**src/rtl/mem_arb.sv**
```systemverilog
// Two-port SDRAM request arbiter: port 1 has priority, bounded by a starvation
// guard for port 0; forwards one single-word command at a time to sdram_ctl.
module mem_arb #(
  parameter int ADDR_WIDTH   = 25,
  parameter int DATA_WIDTH   = 16,
  parameter int STARVE_LIMIT = 4
) (
  input  logic                  clk,
  input  logic                  rst,
  input  logic                  c0_req,
  input  logic                  c1_req,
  input  logic                  c0_we,
  input  logic                  c1_we,
  input  logic [ADDR_WIDTH-1:0] c0_addr,
  input  logic [ADDR_WIDTH-1:0] c1_addr,
  input  logic [DATA_WIDTH-1:0] c0_wdata,
  input  logic [DATA_WIDTH-1:0] c1_wdata,
  output logic                  c0_done,
  output logic                  c1_done,
  output logic [DATA_WIDTH-1:0] rdata,
  output logic                  busy,
  input  logic                  mem_ready,
  output logic                  mem_req,
  output logic                  mem_write_en,
  output logic [ADDR_WIDTH-1:0] mem_addr,
  output logic [DATA_WIDTH-1:0] mem_wdata,
  input  logic                  mem_ack,
  input  logic                  mem_rvalid,
  input  logic [DATA_WIDTH-1:0] mem_rdata
);

  localparam int CNT_W = $clog2(STARVE_LIMIT + 1);

  typedef enum logic [1:0] {IDLE, ISSUE, WAIT_RD, DONE} state_t;

  state_t                state, state_nxt;
  logic                  gnt, gnt_nxt;
  logic [CNT_W-1:0]      starve_cnt, cnt_nxt;
  logic                  pick1;
  logic                  mem_req_nxt, we_nxt, busy_nxt;
  logic                  done0_nxt, done1_nxt;
  logic [ADDR_WIDTH-1:0] addr_nxt;
  logic [DATA_WIDTH-1:0] wdata_nxt, rdata_nxt;

  function automatic logic [CNT_W-1:0] sat_inc(input logic [CNT_W-1:0] v);
    return (v == CNT_W'(STARVE_LIMIT)) ? v : v + CNT_W'(1);
  endfunction

  always_comb begin
    state_nxt   = state;
    gnt_nxt     = gnt;
    cnt_nxt     = starve_cnt;
    pick1       = 1'b0;
    mem_req_nxt = mem_req;
    we_nxt      = mem_write_en;
    addr_nxt    = mem_addr;
    wdata_nxt   = mem_wdata;
    rdata_nxt   = rdata;
    done0_nxt   = 1'b0;
    done1_nxt   = 1'b0;

    case (state)
      IDLE: begin
        if (!c0_req) cnt_nxt = '0;
        if (mem_ready && (c0_req || c1_req)) begin
          // Port 1 wins ties unless port 0 has already waited STARVE_LIMIT grants.
          pick1       = c1_req && !(c0_req && starve_cnt == CNT_W'(STARVE_LIMIT));
          gnt_nxt     = pick1;
          we_nxt      = pick1 ? c1_we    : c0_we;
          addr_nxt    = pick1 ? c1_addr  : c0_addr;
          wdata_nxt   = pick1 ? c1_wdata : c0_wdata;
          mem_req_nxt = 1'b1;
          state_nxt   = ISSUE;
          if (!pick1)
            cnt_nxt = '0;
          else if (c0_req)
            cnt_nxt = sat_inc(starve_cnt);
        end
      end
      ISSUE: begin
        if (mem_ack) begin
          mem_req_nxt = 1'b0;
          if (mem_write_en) begin
            state_nxt = DONE;
            done0_nxt = !gnt;
            done1_nxt = gnt;
          end else begin
            state_nxt = WAIT_RD;
          end
        end
      end
      WAIT_RD: begin
        if (mem_rvalid) begin
          rdata_nxt = mem_rdata;
          state_nxt = DONE;
          done0_nxt = !gnt;
          done1_nxt = gnt;
        end
      end
      DONE:    state_nxt = IDLE;
      default: state_nxt = IDLE;
    endcase

    busy_nxt = (state_nxt != IDLE);
  end

  always_ff @(posedge clk) begin
    if (rst) begin
      state        <= IDLE;
      gnt          <= 1'b0;
      starve_cnt   <= '0;
      mem_req      <= 1'b0;
      mem_write_en <= 1'b0;
      mem_addr     <= '0;
      mem_wdata    <= '0;
      rdata        <= '0;
      c0_done      <= 1'b0;
      c1_done      <= 1'b0;
      busy         <= 1'b0;
    end else begin
      state        <= state_nxt;
      gnt          <= gnt_nxt;
      starve_cnt   <= cnt_nxt;
      mem_req      <= mem_req_nxt;
      mem_write_en <= we_nxt;
      mem_addr     <= addr_nxt;
      mem_wdata    <= wdata_nxt;
      rdata        <= rdata_nxt;
      c0_done      <= done0_nxt;
      c1_done      <= done1_nxt;
      busy         <= busy_nxt;
    end
  end

endmodule
```
**config.mk**
```make
export PLATFORM = sky130hd
export DESIGN_NAME = mem_arb
export DESIGN_NICKNAME = d
export VERILOG_FILES = /design/src/rtl/mem_arb.sv
export SDC_FILE = /design/constraint.sdc
export NUM_CORES = 1
export LEC_CHECK = 0
export BUFFER_PORTS_ARGS = -buffer_cell sky130_fd_sc_hd__clkbuf_2
export CAP_MARGIN = 20
export CORE_UTILIZATION = 30
export DETAILED_ROUTE_END_ITERATION = 12
export GPL_ROUTABILITY_DRIVEN = 0
export PLACE_DENSITY = 0.61
export SETUP_SLACK_MARGIN = 0.1
export SYNTH_ARGS = -nofsm -noshare
export SYNTH_HDL_FRONTEND = slang
export SYNTH_SLANG_ARGS = --single-unit
export TNS_END_PERCENT = 5
```
**constraint.sdc**
```tcl
create_clock -name clk -period 2.6 [get_ports clk]
set_clock_uncertainty 0.05 [all_clocks]
set_input_delay 0.52 -clock clk [delete_from_list [all_inputs] [get_ports clk]]
set_output_delay 0.52 -clock clk [all_outputs]
set_load 0.01 [all_outputs]
```
# Word level (Yosys, flattened, before mapping)
# Cells that the tools add are included.
# word_totals
ff_bits	68
input_bits	107
output_inout_bits	62
elab_cells	56
# classes
addsub	1
n_eq_ne	7
mux	24
reduce_logical	13
# ops
cell	n
$mux W25	1
$mux W16	1
$mux W3	5
$mux W1	10
$pmux W2 S4	1
$mux W2	3
$pmux W1 S2	3
$reduce_and A2 Y1	3
$eq A2 B2 Y1 const B	2
$ne A2 B2 Y1 const B	2
$ne A4 B4 Y1 const B	1
$reduce_bool A2 Y1	2
$add A3 B1 Y3 const B	1
$eq A3 B3 Y1 const B	1
$logic_and A1 B1 Y1	3
$reduce_and A3 Y1	1
$eq A2 B1 Y1 const B	1
$logic_not A1 Y1	2
$logic_not A2 Y1	1
$logic_or A1 B1 Y1	1

# Longest topological paths before layout
# Gate-level depths: netlist of the first run.
# logic_depth
ltp_word	6
ltp_mapped	8

# Least setup slack after synthesis of the first run
# OpenSTA, ideal clock, no wires.
# synth_path
path_kind	reg2reg
startpoint	register state[0]
endpoint	register busy
setup_ps	131
arrival_time_ps	1326
t_required_ps	2419
path_slack_ps	1094
path_stages_with_launch	7
n_path_buf	1
cell_sequence	dfxtp_1 > inv_1 > ha_1 > buf_2 > o311ai_0 > o311ai_1 > nand2b_1
# synth_via
elab_chain_cells	3
word_cells_on_any_way	9
classes_between	eq/ne: 3; mux: 4; reduce/logical: 2
# synth_lines
element	line_no	text
start: declaration	36	state_t state, state_nxt;
start signal: assignment	121	state <= state_nxt;
$eq A2 B2 Y1 (tied with other cells)	62	case (state)
$pmux W2 S4 (*)	62	
$reduce_bool A2 Y1 (*)	104	busy_nxt = (state_nxt != IDLE);
end signal: assignment	131	busy <= busy_nxt;
end: declaration	21	output logic busy,
# Mark *: on every way between the ends. The rest lies on a longest branch, timed or not.
# A chain may end at the register's enable or synchronous reset.

# Worst setup path in the final report of the first run
# Ends and elaborated chain as after synthesis.

==> flow_metrics.tcl, run 1 <==
set metrics [dict create \
    fin_ws_ns 0.581 \
    dieWidth_um 99.2 \
    synth_top_flop_cell "dfxtp_1" \
    setup.worst_path.class "reg -> reg" \
    grt_pass1_wl_um 12600 \
    postCtsSetupBuffers 0 \
    power.share.clock 0.359 \
    drv_cap 0 \
    p_leak_nw 1.90 \
    min_period_ns 2.02 \
    overflow 0 \
    nets 636 \
    synth_cell_types 24 \
    path_max_fanout 19 \
    vdd_ir_drop_max_uv 278 \
    syn_area_per_cell_um2 7.77 \
    critPathBufInv 2 \
    ys_async_sr_fraction 0 \
    antenna_cells 0 \
    start_util 0.308 \
    final_common_cell "clkbuf_2" \
    ys.warnings.count 0 \
    setup_tns_ns 0 \
    yosys.area.top_type "dfxtp_1" \
    cts_inserted_buffers 9 \
    place_ws_ns 0.580 \
    io_buffers 168 \
    final_area_um2 3960 \
    hold_violations 0 \
    synth.area.top_cells "dfxtp_1 48%, a21oi_1 18%, nand2_1 11%" \
    finalCritPeriodShare 0.777 \
    ant_nets 0 \
    totalWireLength_um 8100 \
    die_h_um 99.2 \
    power_switching_uw 790 \
    layout-drive-gt1-share 0.365 \
    syn_to_final_growth_pct 39.6 \
    max_clock_freq_ghz 0.495 \
    rows 35 \
    grt_pass1_vias 2828 \
    dieArea_um2 9850 \
    antenna_found_initial 0 \
    setup_viol 0 \
    slowest_stage "o211a_1" \
    ys_ff_latch 68 \
    path_cells "inv_1 -> ha_1 -> o211a_1 -> buf_4 -> nand2_1 -> o311ai_1 -> nand2b_1" \
    cts.htree.levels 3 \
    drtPass1Iterations 4 \
    instances_no_fill 640 \
    clockBufferDepth 2 \
    drt-initial-drc-count 110 \
    worst_slew_pin_slew_ns 0.668 \
    io-pin-count 169 \
    drcViolationCount 0 \
    coreArea_um2 9200 \
    netlist.area_leader.share 0.480 \
    hold_path_class "in -> reg" \
    placed_area_um2 3740 \
    cp_slowest_stage_delay_ns 0.45 \
    via_per_inst 4.90 \
    synth_seq_area_share 0.480 \
    grt.total_usage 0.161 \
    p_per_area_nw_per_um2 683 \
    pwr-share-comb 0.199 \
    outcome "finished clean" \
    rsz0062_at_grt "no" \
    arrival_ns 2.24 \
    final_cell_mix "168 x clkbuf_2, 103 x a21oi_1, 82 x nand2_1" \
    internal-power_mw 1.92 \
    clk_latency_ns 0.34 \
    power.share.switching 0.292 \
    dp.cells 624 \
    holdWs_ns 0.341 \
    synth_nets 477 \
    cts.sinks 68 \
    clk_pin_slew_ns 0.08 \
    slew_headroom 0.554 \
    synthCells 365 \
    drv_slew 0 \
    cp.required_ns 2.83 \
    clock-root-buffer "clkbuf_8" \
    endpoint_kind "register" \
    cts_tree "done" \
    critPathLaunchType "register" \
    cp_top_family "compound AO/OA/AOI/OAI gates" \
    synth_edf_count 0 \
    hold_buffers 0 \
    dr_total_vias 3137 \
    hpwl_um 5780 \
    wl_per_cell_um 12.6 \
    grt_max_degree 41 \
    cts.repair.resized 0 \
    netlist_area_um2 2840 \
    seq_power_share 0.442 \
]
-- kinds of logic (layout without fill, tap and decap cells) --
family,after synthesis,after routing,share of synthesized area
flops,68,68,0.480
simple gates,95,95,0.132
buf+inv,36,200,0.0675
fa+ha+maj,5,5,0.0221
compound gates,161,161,0.299
-- through the flow --
stage | util | power [mW]
3_3_place_gp | 0.406 | 1.75
5_1_grt | 0.431 | 2.87
6_report | 0.431 | 2.71
4_1_cts | 0.431 | 2.75
3_5_place_dp | 0.406 | 1.76
2_1_floorplan | - | 1.51
-- worst reg2reg max path, cell delays in order (launching register included) --
cell,delay (ns)
dfxtp_1,0.34
inv_1,0.09
ha_1,0.40
o211a_1,0.45
buf_4,0.30
nand2_1,0.08
o311ai_1,0.12
nand2b_1,0.14
-- synth_stat cells, types with 2 or more instances --
library cell,instances
nand2_1,82
dfxtp_1,68
buf_2,14
a221oi_1,2
a32oi_1,2
nand3_1,2
ha_1,5
buf_6,5
nor2_1,5
nand2b_1,2
a21oi_1,103
o311ai_0,2
inv_1,8
clkbuf_1,8
o21ai_0,47
and2_1,2
-- power groups by stage --
| stage | Combinational [mW] | Sequential [mW] | Clock (mW) |
|---|---|---|---|
| global route | 0.609 | 1.21 | 1.05 |
| global placement | 0.536 | 1.22 | 0 |
| detailed placement | 0.544 | 1.22 | 0 |
| floorplan | 0.259 | 1.26 | 0 |
| CTS | 0.545 | 1.20 | 1.01 |
| finish | 0.539 | 1.20 | 0.972 |
-- registers in the layout, summed over array words and instances (netlist names) --
| signal | count |
|---|---|
| starve_cnt | 3 |
| busy | 1 |
| mem_req | 1 |
| c0_done | 1 |
| gnt | 1 |
| state | 2 |
| mem_write_en | 1 |
| rdata | 16 |
| mem_addr | 25 |
| c1_done | 1 |
| mem_wdata | 16 |
-- routing by layer --
metal	global-route usage	vias to the layer above	share of wire
li1	-	1572	-
met1	0.193	1438	0.45
met2	0.274	115	0.47
met3	0.0394	12	0.061
met4	0.0713	0	0.018
met5	0	-	0
-- cell type report --
type,instances,area [µm²]
Tap cell,111,139
Fill cell,970,5240
Clock buffer,9,124
Clock inverter,7,100
Timing Repair Buffer,176,913
Multi-Input combinational cell,261,1290
Sequential cell,68,1360
Inverter,8,30.0
-- worst paths after layout --
| kind | from | end | slack, ns | cells after the start |
|---|---|---|---|---|
| min | c0_addr[17] | mem_addr[17] | 0.34 | 3 |
| max reg2reg | state[0] | busy | 0.58 | 7 |
| max | state[0] | busy | 0.58 | 7 |
| min reg2reg | gnt | c0_done | 0.41 | 1 |
(Power assumes the default switching activity.)
==> inputs of run 2 (changes only) <==
Settings changed: ABC_AREA set to 1.
Clock period 2.6 ns to 1.7 ns, I/O delays scaled along.
==> flow_metrics.tcl, run 2 <==
set metrics [dict create \
    rsz0062_at_grt "yes" \
    clockBufferDepth 2 \
    syn_to_final_growth_pct 35.7 \
    ys.warnings.count 0 \
    biggestRegsByFlops "mem_addr (25), mem_wdata (16), rdata (16)" \
    wl_met3_um 749 \
    dp.cells 794 \
    io-pin-count 169 \
    wl_per_cell_um 11.1 \
    path_cells "inv_1 -> ha_1 -> nand2_1 -> inv_2 -> nand2_4 -> inv_4 -> buf_12 -> nor2_1 -> nor2_1 -> nand2_1 -> inv_1" \
    clk_pin_slew_ns 0.08 \
    power_switching_mw 1.17 \
    nets 782 \
    setup_tns_ns 0 \
    hp-start "mem_rdata[15]" \
    rows 37 \
    drcViolationCount 0 \
    start_util 0.313 \
    antenna_found_initial 0 \
    synth_top_flop_cell "dfxtp_1" \
    layout-drive-gt1-share 0.319 \
    vdd_ir_drop_max_uv 343 \
    r2r_start "state[0]" \
    grt.total_usage 0.156 \
    power.share.switching 0.306 \
    critPathBufInv 5 \
    cts_tree "done" \
    internal-power_mw 2.66 \
    arrival_ns 1.70 \
    synth_common_cells "145 x nand2_1, 104 x nor2_1, 68 x dfxtp_1" \
    min_path_cells 3 \
    r2r_end "mem_addr[5]" \
    drv_slew 0 \
    yosys.area.top_type "dfxtp_1" \
    pwr-share-comb 0.226 \
    outcome "finished clean" \
    r2r_cells 11 \
    seq_power_share 0.465 \
    drv_cap 0 \
    ys_ff_latch 68 \
    instances_no_fill 811 \
    grt_max_degree 43 \
    hpwl_um 6410 \
    min_to "rdata[15]" \
    antenna_cells 0 \
    synth_nets 619 \
    cp_slowest_stage_delay_ns 0.35 \
    synth.most_common_cell "nand2_1" \
    min_period_ns 1.50 \
    overflow 0 \
    setup.worst_path.class "reg -> reg" \
    route.met2.wl_um 4020 \
    synth_cell_types 23 \
    die_h_um 107 \
    coreArea_um2 10500 \
    crit_cells 11 \
    p_leak_nw 2.54 \
    finalCritPeriodShare 0.879 \
    final_cell_mix "168 x clkbuf_2, 145 x nand2_1, 104 x nor2_1" \
    power.share.clock 0.309 \
    synth.area.top_cells "dfxtp_1 42%, nand2_1 17%, nor2_1 12%" \
    netlist.area_leader.share 0.415 \
    cp_top_family "simple AND/OR/NAND/NOR gates" \
    regMostFlops "mem_addr" \
    p_per_area_nw_per_um2 860 \
    p_total_mw 3.83 \
    largest_reg_flops 25 \
    clock-root-buffer "clkbuf_8" \
    drtPass1Iterations 4 \
    netlist_area_um2 3280 \
    hold_buffers 0 \
    endpoint_kind "register" \
    path_max_fanout 36 \
    cts_inserted_buffers 9 \
    worst_slew_pin_slew_ns 0.572 \
    max_clock_freq_ghz 0.669 \
    io_buffers 168 \
    synth_edf_count 0 \
    clk_latency_ns 0.34 \
    totalWireLength_um 8980 \
    dr_total_vias 3453 \
    syn_area_per_cell_um2 6.47 \
    hold_violations 0 \
    dr.max_layer_used "met4" \
    dieArea_um2 11400 \
    final_common_cell "clkbuf_2" \
    drt-initial-drc-count 204 \
    met1_length_um 4080 \
    via_per_inst 4.26 \
    holdWs_ns 0.210 \
    cts.htree.levels 3 \
    synthCells 507 \
    critPathLaunchType "register" \
    setup_viol 0 \
    slew_headroom 0.619 \
    reg2reg_slack_ns 0.20 \
    hold_path_class "in -> reg" \
    grt_pass1_wl_um 14000 \
    slowest_stage "dfxtp_1" \
    grt_pass1_vias 3122 \
    dieWidth_um 107 \
    cp.required_ns 1.90 \
    cts.sinks 68 \
    synth_seq_area_share 0.415 \
    ant_nets 0 \
    ys_async_sr_fraction 0 \
]
## run 2: power by group through the flow
stage | sequential, mW | clock [mW] | combinational [mW]
3_5_place_dp | 1.81 | 0 | 0.859
6_report | 1.78 | 1.18 | 0.865
4_1_cts | 1.78 | 1.24 | 0.863
3_3_place_gp | 1.81 | 0 | 0.848
2_1_floorplan | 1.86 | 0 | 0.479
5_1_grt | 1.80 | 1.33 | 0.982
## run 2: stage by stage
step / area, µm² / util / worst slack (ns)
final: 4450 / 0.425 / 0.205
after global routing: 4450 / 0.425 / 0.0580
after CTS: 4420 / 0.422 / 0.149
after detailed placement: 4250 / 0.406 / 0.170
after global placement: 4250 / 0.406 / 0.184
after floorplan: 3280 / - / 0.190
## run 2: routing by layer
| layer | global-route usage | vias to the layer above |
|---|---|---|
| li1 | - | 1851 |
| met1 | 0.183 | 1469 |
| met2 | 0.261 | 124 |
| met3 | 0.0484 | 9 |
| met4 | 0.0705 | 0 |
| met5 | 0 | - |
## run 2: repair_timing
action,CTS,global route
gates resized for setup,0,4
setup endpoints to repair,0,47
buffers inserted,0,0
## run 2: cell type report
class / count / area (µm²)
inverters: 62 / 238
clock buffers: 12 / 145
fillers: 1120 / 6010
repair buffers: 178 / 996
well taps: 136 / 170
clock inverters: 4 / 25.0
flip-flops and latches: 68 / 1360
multi-input cells: 351 / 1510
## run 2: worst register-to-register path: stages, from the launching register on
cell     delay (ns)
dfxtp_1        0.35
inv_1          0.07
ha_1           0.21
nand2_1        0.08
inv_2          0.04
nand2_4        0.10
inv_4          0.07
buf_12         0.17
nor2_1         0.12
nor2_1         0.05
nand2_1        0.06
inv_1          0.03
## run 2: how the worst max path moves through the flow
stage | start | endpoint | slack, ns
6_report | state[0] | mem_addr[5] | 0.20
5_1_grt | state[0] | mem_addr[5] | 0.06
3_3_place_gp | starve_cnt[0] | mem_addr[3] | 0.18
4_1_cts | starve_cnt[0] | mem_addr[3] | 0.15
2_1_floorplan | state[0] | mem_addr[19] | 0.19
3_5_place_dp | starve_cnt[0] | mem_addr[3] | 0.17
## run 2: cells by family after synthesis
family,Yosys count,synth area share
and+or+nand+nor,315,0.394
buffers and inverters,88,0.124
DFF,68,0.415
AOI/OAI and AO/OA,31,0.0477
adders and majority gates,5,0.0191
